===== config.mk =====
export PLATFORM = sky130hd
export DESIGN_NAME = blue_motion
export DESIGN_NICKNAME = d
export VERILOG_FILES = /design/src/rtl/jf_pkg.sv /design/src/rtl/blue_motion.sv
export SDC_FILE = /design/constraint.sdc
export NUM_CORES = 1
export LEC_CHECK = 0
export CAP_MARGIN = 15
export CORE_MARGIN = 5
export CORE_UTILIZATION = 50
export DETAILED_ROUTE_END_ITERATION = 12
export DONT_BUFFER_PORTS = 1
export GPL_TIMING_DRIVEN = 0
export PLACE_DENSITY = 0.79
export SLEW_MARGIN = 20
export SYNTH_ARGS = -nofsm -noshare
export SYNTH_HDL_FRONTEND = slang
export SYNTH_SLANG_ARGS = --single-unit

===== constraint.sdc =====
create_clock -name clk -period 2.3 [get_ports clk]
set_input_delay 0.46 -clock clk [delete_from_list [all_inputs] [get_ports clk]]
set_output_delay 0.46 -clock clk [all_outputs]
set_load 0.02 [all_outputs]

===== src/rtl/jf_pkg.sv =====
// Shared definitions for the jump-and-fight character logic: motion FSM states,
// screen/sprite geometry and contact-vector bit positions.
package jf_pkg;

  typedef enum logic [2:0] {
    IDLE,
    PLAN,
    H_CHK,
    H_WAIT,
    V_CHK,
    V_WAIT
  } motion_state_t;

  typedef enum logic [1:0] {
    DIR_NONE,
    DIR_RIGHT,
    DIR_LEFT
  } h_dir_t;

  localparam int BLUE_W   = 23;
  localparam int BLUE_H   = 45;
  localparam int SCREEN_W = 640;
  localparam int SCREEN_H = 480;

  localparam int COL_DOWN  = 0;
  localparam int COL_UP    = 1;
  localparam int COL_RIGHT = 2;
  localparam int COL_LEFT  = 3;

  // Magnitude of a signed 5-bit velocity; -16 maps to 16.
  function automatic logic [4:0] vy_mag(input logic signed [4:0] v);
    logic [4:0] mag_s;
    if (v[4]) begin
      mag_s = 5'(-v);
    end else begin
      mag_s = 5'(v);
    end
    return mag_s;
  endfunction

endpackage


===== src/rtl/blue_motion.sv =====
// Per-frame motion controller for the blue character: moves one pixel per step
// and waits for the registered contact vector to catch up before the next step.
module blue_motion
  import jf_pkg::*;
#(
  parameter logic [9:0] X_INIT  = 10'd40,
  parameter logic [8:0] Y_INIT  = 9'd390,
  parameter logic [9:0] X_MAX   = 10'd617,
  parameter logic [8:0] Y_MAX   = 9'd435,
  parameter int         H_SPEED = 2,
  parameter int         JUMP_V  = 8,
  parameter int         V_MAX   = 8,
  parameter int         SETTLE  = 2
) (
  input  logic       clk,
  input  logic       rst,
  input  logic       frame_tick,
  input  logic       key_left,
  input  logic       key_right,
  input  logic       key_jump,
  input  logic [3:0] is_collision,
  output logic [9:0] x_blue,
  output logic [8:0] y_blue,
  output logic       on_ground,
  output logic       facing_left,
  output logic       busy
);

  localparam logic [3:0]        H_STEPS     = 4'(H_SPEED);
  localparam logic signed [4:0] VY_JUMP     = 5'(-JUMP_V);
  localparam logic signed [4:0] VY_MAX      = 5'(V_MAX);
  localparam logic [3:0]        SETTLE_LAST = 4'(SETTLE - 1);

  motion_state_t     state_r;
  h_dir_t            dir_r;
  logic [3:0]        h_cnt_r;
  logic [4:0]        v_cnt_r;
  logic [3:0]        settle_r;
  logic signed [4:0] vy_r;

  h_dir_t            dir_s;
  logic signed [4:0] vy_plan_s;
  logic              h_blocked_s;
  logic              v_blocked_s;

  // Decode keys into a direction and compute the velocity latched in PLAN.
  always_comb begin
    dir_s     = DIR_NONE;
    vy_plan_s = vy_r;
    if (key_right && !key_left) begin
      dir_s = DIR_RIGHT;
    end else if (key_left && !key_right) begin
      dir_s = DIR_LEFT;
    end else begin
      dir_s = DIR_NONE;
    end
    if (is_collision[COL_DOWN] && key_jump) begin
      vy_plan_s = VY_JUMP;
    end else if (is_collision[COL_DOWN]) begin
      vy_plan_s = 5'sd0;
    end else if (vy_r >= VY_MAX) begin
      vy_plan_s = VY_MAX;
    end else begin
      vy_plan_s = vy_r + 5'sd1;
    end
  end

  // Blocking conditions for the pending horizontal and vertical pixel step.
  always_comb begin
    h_blocked_s = 1'b1;
    v_blocked_s = 1'b1;
    case (dir_r)
      DIR_RIGHT: h_blocked_s = is_collision[COL_RIGHT] || (x_blue == X_MAX);
      DIR_LEFT:  h_blocked_s = is_collision[COL_LEFT] || (x_blue == 10'd0);
      default:   h_blocked_s = 1'b1;
    endcase
    if (vy_r[4]) begin
      v_blocked_s = is_collision[COL_UP] || (y_blue == 9'd0);
    end else begin
      v_blocked_s = is_collision[COL_DOWN] || (y_blue == Y_MAX);
    end
  end

  // Motion burst FSM with all outputs registered.
  always_ff @(posedge clk or posedge rst) begin
    if (rst) begin
      state_r     <= IDLE;
      dir_r       <= DIR_NONE;
      h_cnt_r     <= 4'd0;
      v_cnt_r     <= 5'd0;
      settle_r    <= 4'd0;
      vy_r        <= 5'sd0;
      x_blue      <= X_INIT;
      y_blue      <= Y_INIT;
      on_ground   <= 1'b0;
      facing_left <= 1'b0;
      busy        <= 1'b0;
    end else begin
      case (state_r)
        IDLE: begin
          if (frame_tick) begin
            state_r <= PLAN;
            busy    <= 1'b1;
          end else begin
            busy    <= 1'b0;
          end
        end
        PLAN: begin
          dir_r <= dir_s;
          if (dir_s != DIR_NONE) begin
            facing_left <= (dir_s == DIR_LEFT);
            h_cnt_r     <= H_STEPS;
          end else begin
            h_cnt_r     <= 4'd0;
          end
          vy_r    <= vy_plan_s;
          v_cnt_r <= vy_mag(vy_plan_s);
          state_r <= H_CHK;
        end
        H_CHK: begin
          if (h_cnt_r == 4'd0) begin
            state_r <= V_CHK;
          end else if (h_blocked_s) begin
            h_cnt_r <= 4'd0;
            state_r <= V_CHK;
          end else begin
            x_blue   <= (dir_r == DIR_LEFT) ? x_blue - 10'd1 : x_blue + 10'd1;
            h_cnt_r  <= h_cnt_r - 4'd1;
            settle_r <= SETTLE_LAST;
            state_r  <= H_WAIT;
          end
        end
        H_WAIT: begin
          if (settle_r == 4'd0) begin
            state_r  <= H_CHK;
          end else begin
            settle_r <= settle_r - 4'd1;
          end
        end
        V_CHK: begin
          if (v_cnt_r == 5'd0) begin
            state_r <= IDLE;
            busy    <= 1'b0;
          end else if (v_blocked_s) begin
            // Only a downward stop means we landed; a ceiling hit leaves on_ground alone.
            if (!vy_r[4]) begin
              on_ground <= 1'b1;
            end else begin
              on_ground <= on_ground;
            end
            vy_r    <= 5'sd0;
            state_r <= IDLE;
            busy    <= 1'b0;
          end else begin
            y_blue    <= vy_r[4] ? y_blue - 9'd1 : y_blue + 9'd1;
            v_cnt_r   <= v_cnt_r - 5'd1;
            on_ground <= 1'b0;
            settle_r  <= SETTLE_LAST;
            state_r   <= V_WAIT;
          end
        end
        V_WAIT: begin
          if (settle_r == 4'd0) begin
            state_r  <= V_CHK;
          end else begin
            settle_r <= settle_r - 4'd1;
          end
        end
        default: begin
          state_r <= IDLE;
          busy    <= 1'b0;
        end
      endcase
    end
  end

endmodule


# Word level (Yosys, flattened, before mapping)

Index checks and enable logic that the tools add are counted.

Register bits: 45
Input port bits: 10
Output and inout bits: 22
Logic and storage cells: 118

Add/sub/neg operators: 9
Order comparisons: 1
Equal/unequal tests: 21
Multiplexer cells: 40
Bitwise operators: 5
Reduce and logical (&&, ||, !) cells: 31

Operator list:

| operator                | count |
|---|---|
| $mux W5                 | 8 |
| $mux W4                 | 7 |
| $mux W3                 | 7 |
| $ne A2 B2 Y1 const B    | 10 |
| $pmux W5 S2             | 2 |
| $pmux W3 S6             | 1 |
| $reduce_and A3 Y1       | 6 |
| $pmux W4 S3             | 1 |
| $add A10 B1 Y10 const B | 1 |
| $eq A10 B10 Y1 const B  | 1 |
| $logic_not A10 Y1       | 1 |
| $mux W10                | 1 |
| $sub A10 B1 Y10 const B | 1 |
| $add A9 B1 Y9 const B   | 1 |
| $eq A9 B9 Y1 const B    | 1 |
| $logic_not A9 Y1        | 1 |
| $mux W9                 | 1 |
| $sub A9 B1 Y9 const B   | 1 |
| $logic_not A4 Y1        | 2 |
| $pmux W4 S2             | 1 |
| $sub A4 B1 Y4 const B   | 2 |
| $eq A3 B2 Y1 const B    | 2 |
| $eq A3 B3 Y1 const B    | 2 |
| $mux W1                 | 6 |
| 23 further kinds        | 40 |

# Depth between registers and ports, before layout

Gate-level depths: netlist (run 1).

Word-level depth: 7
Depth in mapped cells: 10
Mapped depth without buffers: 10

# Worst setup path before layout (run 1)

OpenSTA, ideal clock, no wires.

Kind: flip-flop to flip-flop
From: register dir_r[0]
To: register x_blue[9]
Library setup time: 0.080 ns
Data arrival time: 2.149 ns
Required time: 2.220 ns
Slack: 0.071 ns
Stages on the path, launching flop included: 10
Buffers on the path: 0
Clock period less this slack: 2.229 ns
Cell sequence: dfrtp_1 inv_1 ha_1 ha_1 nand3_1 o2111ai_1 a211oi_1 or3_1 a21oi_1 xor2_1

Longest elaborated chain between the ends: 4
Elaborated cells between the ends (all ways): 6
Classes of those cells: eq/ne (2); mux (2); bitwise (1); reduce/logical (1)

RTL lines:

| element                                             | line                                  | RTL |
|---|---|---|
| start: declaration                                  | blue_motion.sv:35                     | `h_dir_t dir_r;` |
| start signal: assignment                            | blue_motion.sv:109                    | `dir_r <= dir_s;` |
| $eq A2 B2 Y1 / $eq A2 B1 Y1 (equally long branches) | blue_motion.sv:72, blue_motion.sv:127 |  |
| $pmux W1 S2                                         | blue_motion.sv:72                     | `case (dir_r)` |
| $not A1 Y1 (no line)                                | n/a                                   |  |
| $reduce_and A3 Y1 (no line)                         | n/a                                   |  |
| end signal: assignment                              | blue_motion.sv:127                    | `x_blue <= (dir_r == DIR_LEFT) ? x_blue - 10'd1 : x_blue + 10'd1;` |
| end: declaration                                    | blue_motion.sv:22                     | `output logic [9:0] x_blue,` |

Several ways; a longest one is shown, not always the timed one.
A chain may end at the register's enable or synchronous reset.

# Worst setup path after layout (run 1)

Ends and elaborated chain as after synthesis.

==> impl_results.md, run 1 <==
- Worst reg2reg setup slack: 0.12 ns
- Die Width: 88.2 µm
- Die Area: 0.00777 mm²
- Reg2Reg Depth: 9
- Worst-path fanout max: 13
- Critical path startpoint category: flop
- Initial core utilization: 51.6%
- Syn Area/Cell: 8.93 µm²
- Total gr overflow: 0
- Mapped Area: 0.00306 mm²
- H-tree Lvls: 2
- Worst slew margin: 64.7%
- Min cycle time layout: 2.18 ns
- Worst setup margin: 0.118 ns
- Pin count of the biggest net entering global routing: 35
- RR Startpoint: dir_r[0]
- WL per Instance: 15.4 µm
- Fin crit share: 94.9%
- Final net count: 392
- Worst Setup SP: dir_r[0]
- Vias in the first global route: 2,534
- Max-cap violations: 0
- Worst EP arrival: 2.41 ns
- Leak: 0.00153 µW
- Worst Path Required: 2.52 ns
- Diodes inserted: 0
- Final setup viols: 0
- Fin. max-slew vios: 0
- Die Y: 88.2 µm
- RSZ-0062 raised after global routing: yes
- Clock Skews: 0.00706 ns
- Port Buffers: 0
- Synth cell types: 57
- Fmax achieved: 458 MHz
- Hold-critical path depth: 2
- Initial detailed-routing violation count: 103
- Worst Setup End Kind: flop
- DRC: 0
- Max clock buf depth: 2
- Drt total wl: 6610 µm
- CTS clk-pin slew, worst paths: 0.09 ns
- Hold wc startpoint: frame_tick
- P per Cell Area: 1360 mW/mm²
- Area after DPL: 0.00317 mm²
- Total core area: 0.00592 mm²
- Final hold viol count: 0
- First-pass GRT wire length: 11,400 µm
- Antenna violations before repair: 0
- Top Ports: 32
- Place WS: -0.212 ns
- Routability congestion estimate from global placement: 0.834
- Vias: 2,542
- Total track usage: 18.2%
- Post-Layout Cell Count: 430
- Hpwl dp: 4860 µm
- Worst-case vdd ir drop: 0.000628 V
- Warnings, synthesis: 0
- Tot Pwr: 4650 µW
- Hold Path Class: input pin to flop
- Std cell rows: 28
- Kind of critical path: flop to flop
- Area growth syn-to-layout: 11.8%
- Number of enable flip-flop cells after synthesis: 0
- Post-synthesis async set-or-reset flop share: 100%
- #FFs+latches synth: 45
- Dpl cells: 418
- Post-layout instance area: 0.00342 mm²
- CTS tree: yes
- Layout cells sized above 1: 13.2%
- Clock tree sinks: 45
- Post-Syn Nets: 380
- DRT Pass-1 Iters: 4
- TritonCTS buffer count: 5
- Post-Syn Instances: 342
- Least-Margin Pin Slew: 0.521 ns
- Top FF cell, synth: dfrtp_1
- Final ANT Viol Nets: 0
- Worst skew pair latency: 0.30 ns
- Vias/cell: 5.91
- Sequential share of the synthesized area: 37.1%
- Status: finished, final reports clean
- Root Buffer: clkbuf_8
[stage by stage]
step / TNS, ns / hold WS, ns / util [%]
floorplan: 0 / 0.466 / -
global placement: -0.569 / 0.476 / 53.2
detailed placement: -0.733 / 0.303 / 53.5
CTS: 0 / 0.419 / 55.7
global route: -0.0375 / 0.421 / 57.7
finish: 0 / 0.415 / 57.7
[Yosys cell counts (all sizes together), types with 4 or more instances]
library cell  instances  share of area (%)
a21o                  4               0.98
a21oi                17                2.8
buf                   5               0.82
clkbuf                5               0.61
dfrtp                39                 32
dfstp                 6                5.2
ha                   26                 11
inv                  26                3.2
nand2                38                4.7
nand2b                6                1.2
nand3                 7                1.1
nand3b                6                1.5
nor2                 24                2.9
nor2b                 5                1.0
nor3                  9                1.5
nor3b                 5                1.6
o21ai                35                5.7
o32ai                 4                1.1
xnor2                 6                1.7
xor2                 15                4.3
[cell type report]
cell class                      count  area (µm²)
Inverter                           26        97.6
Multi-Input combinational cell    261        1890
Clock buffer                        8        90.1
Sequential cell                    45        1140
Timing Repair Buffer                5        52.6
Tap cell                           75        93.8
Fill cell                         522        2500
Buffer                             10        53.8
[cell families (layout without fill, tap and decap cells)]
kind of cell	count (synthesis)	after routing	share of synthesized area [%]
adders and majority gates	28	28	12.0
xor gates and xnor gates	21	21	6.02
DFF	45	45	37.1
AOI/OAI and AO/OA	91	91	19.4
muxes	4	4	1.43
and+or+nand+nor	117	117	19.5
buffers and inverters	36	49	4.63
[routing by layer]
layer	track usage [%]	wire, µm	part of all wire (%)
met5	0	0	0
met4	5.77	83	1.3
met3	5.08	378	5.7
met2	30.9	3250	49
met1	22.5	2900	44
[state kept, by name, summed over array words and instances (netlist names)]
register	cells
v_cnt_r	5
busy	1
facing_left	1
dir_r	2
on_ground	1
settle_r	4
h_cnt_r	4
x_blue	10
y_blue	9
state_r	3
vy_r	5
[path summary, 6_finish.rpt]
check	endpoint
worst max-delay path	x_blue[9]
worst min-delay path	busy
worst max register to register	x_blue[9]
worst min register to register	settle_r[3]
max in group asynchronous	x_blue[3]
min in group asynchronous	v_cnt_r[1]
[report_power, final]
part           total (µW)  internal, µW  switching, µW
combinational        2400          1070           1330
sequential           1740          1150            588
clock                 514           246            269
total                4650          2470           2180
[critical path, stage by stage, from the launching register on]
cell,delay [ns]
dfrtp_1,0.36
inv_1,0.07
ha_4,0.23
ha_4,0.32
nand3_1,0.08
o2111ai_2,0.29
a211oi_2,0.12
or3_1,0.31
a21oi_1,0.18
xor2_1,0.15
[cell usage in the layout (no fill, tap or decap), types with 5 or more instances in the layout]
cell type  instances
a21oi_1           15
clkbuf_1           5
clkbuf_8           6
dfrtp_1           37
dfstp_2            6
ha_1              22
inv_1             25
nand2_1           38
nand2b_1           6
nand3_1            7
nand3b_1           6
nor2_1            24
nor2b_1            5
nor3_1             8
o21ai_0           32
xnor2_1            6
xor2_1            15
[repair_timing]
action,in CTS,in global routing
pin swaps,0,4
hold buffers,1,0
gates resized for setup,5,22
buffers inserted,0,3
endpoints found under the setup margin,10,21
endpoints found under the hold margin,11,0
Note: power is estimated with default switching activity, not from simulation.
==> run 2: changes to the inputs <==
MAX_ROUTING_LAYER = met4   (was not set)
==> run 2 against run 1 <==
  * Clock power hardly changed
  * Count of clock-buffer cells in the layout stayed put
  * Sequential power hardly changed
  * Flip-flop and latch count stayed put
  * First-iteration DRC count is 17% higher
  * Critical endpoint unchanged
  * Highest routed layer unchanged
  * Clock skew is 0.00055 ns lower
  * Global-route usage is 0.59 points higher
  * Critical path depth stayed put
  * Fmax is 0.14% lower
  * Sequential share of layout area stayed put
  * Non-clock buffer count stayed put
  * Cell count stayed put
==> impl_results.md, run 2 (synthesis gave the netlist of run 1 again) <==
- Worst-path fanout max: 13
- Reported net switching power: 2190 µW
- Total core area: 0.00592 mm²
- Min cycle time layout: 2.18 ns
- Final ANT Viol Nets: 0
- Total track usage: 18.8%
- Post-Layout Cell Count: 430
- Clock Skews: 0.00652 ns
- Top reg by flops: x_blue
- Routability congestion estimate from global placement: 0.847
- Die Area: 0.00777 mm²
- First-pass GRT wire length: 11,400 µm
- Hold-critical path depth: 2
- Final net count: 392
- Switching share of power: 47.0%
- Drt total wl: 6630 µm
- Vias: 2,539
- Die Y: 88.2 µm
- WL per Instance: 15.4 µm
- TritonCTS buffer count: 5
- DRC: 0
- Commonest non-fill, non-tap cell in the layout: nand2_1
- Kind of critical path: flop to flop
- Logic pwr share: 51.6%
- Port Buffers: 0
- Final hold viol count: 0
- Worst-case vdd ir drop: 0.000630 V
- Hpwl dp: 4860 µm
- Worst slew margin: 64.7%
- RSZ-0062 raised after global routing: yes
- Setup TNS: 0 ns
- Int Pwr: 2470 µW
- P per Cell Area: 1360 mW/mm²
- DRT Pass-1 Iters: 4
- CTS tree: yes
- Clock power frac: 11.0%
- Leak: 0.00153 µW
- Max clock buf depth: 2
- Area growth syn-to-layout: 11.8%
- Worst Path Required: 2.52 ns
- Least-Margin Pin Slew: 0.521 ns
- Tot Pwr: 4650 µW
- Worst setup margin: 0.115 ns
- Die Width: 88.2 µm
- Largest regs: x_blue (10), y_blue (9)
- Post-layout instance area: 0.00342 mm²
- Vias/cell: 5.90
- Worst EP arrival: 2.41 ns
- Clock tree sinks: 45
- Worst skew pair latency: 0.30 ns
- Root Buffer: clkbuf_8
- Reg2Reg Depth: 9
- Fin. max-slew vios: 0
- Status: finished, final reports clean
- Largest register FFs: 10
- Total gr overflow: 0
- Fin crit share: 95.0%
- Critical path startpoint category: flop
- Initial detailed-routing violation count: 121
- Antenna violations before repair: 0
- Reg power frac: 37.4%
- Fmax achieved: 458 MHz
- Max-cap violations: 0
- Hold Path Class: input pin to flop
- Worst Setup End Kind: flop
- Layout cells sized above 1: 13.2%
- Top Ports: 32
- Initial core utilization: 51.6%
- Vias in the first global route: 2,533
- H-tree Lvls: 2
- Std cell rows: 28
- Final setup viols: 0
- Diodes inserted: 0
- Pin count of the biggest net entering global routing: 35
- Commonest non-fill, non-tap cells in the layout: nand2_1 (38), dfrtp_1 (37), o21ai_0 (32), inv_1 (25), nor2_1 (24)
- Dpl cells: 418
- CTS clk-pin slew, worst paths: 0.09 ns
- Area after DPL: 0.00317 mm²
- Place WS: -0.212 ns
run 2: critical path, cell delays in order, from the launching register on:
cell       delay [ns]
dfrtp_1          0.36
inv_1            0.08
ha_4             0.23
ha_4             0.32
nand3_1          0.08
o2111ai_2        0.29
a211oi_2         0.12
or3_1            0.31
a21oi_1          0.18
xor2_1           0.15
run 2: power by group through the flow:
stage,registers (µW),clock network [µW],logic (µW)
5_1_grt,1800,561,2750
3_5_place_dp,1740,0,2200
2_1_floorplan,1620,0,1810
6_report,1740,514,2400
3_3_place_gp,1730,0,2100
4_1_cts,1740,530,2260
run 2: worst paths after layout:
path                       slack [ns]         from          end
max in group asynchronous        1.22          rst    x_blue[3]
hold / removal                   0.42   frame_tick         busy
setup reg to reg                 0.12     dir_r[0]    x_blue[9]
hold reg to reg                  0.50  settle_r[3]  settle_r[3]
setup / recovery                 0.12     dir_r[0]    x_blue[9]
min in group asynchronous        0.55          rst   v_cnt_r[1]
run 2: repair_timing:
item                                    CTS  global route
endpoints found under the setup margin   10            22
setup buffers                             0             3
hold buffers                              1             0
pin swaps                                 0             4
resized for setup                         5            22
endpoints found under the hold margin    11             0
run 2: through the flow:
step                      util, %  hold slack, ns
after global placement       53.2           0.476
after floorplan                 -           0.466
after detailed placement     53.5           0.303
after CTS                    55.7           0.419
final                        57.7           0.415
after global routing         57.7           0.421
run 2: layout make-up:
type	count	area (µm²)
Fill cell	522	2500
Inverter	26	97.6
Tap cell	75	93.8
Buffer	10	53.8
Timing Repair Buffer	5	52.6
Clock buffer	8	90.1
Multi-Input combinational cell	261	1890
Sequential cell	45	1140
run 2: metal layers:
layer / global-route usage, % / part of all wire [%] / vias up
met5: - / 0 / -
met4: 5.77 / 1.1 / 0
met3: 4.70 / 5.8 / 9
met2: 30.8 / 50 / 57
met1: 22.9 / 43 / 1233
li1: - / - / 1240
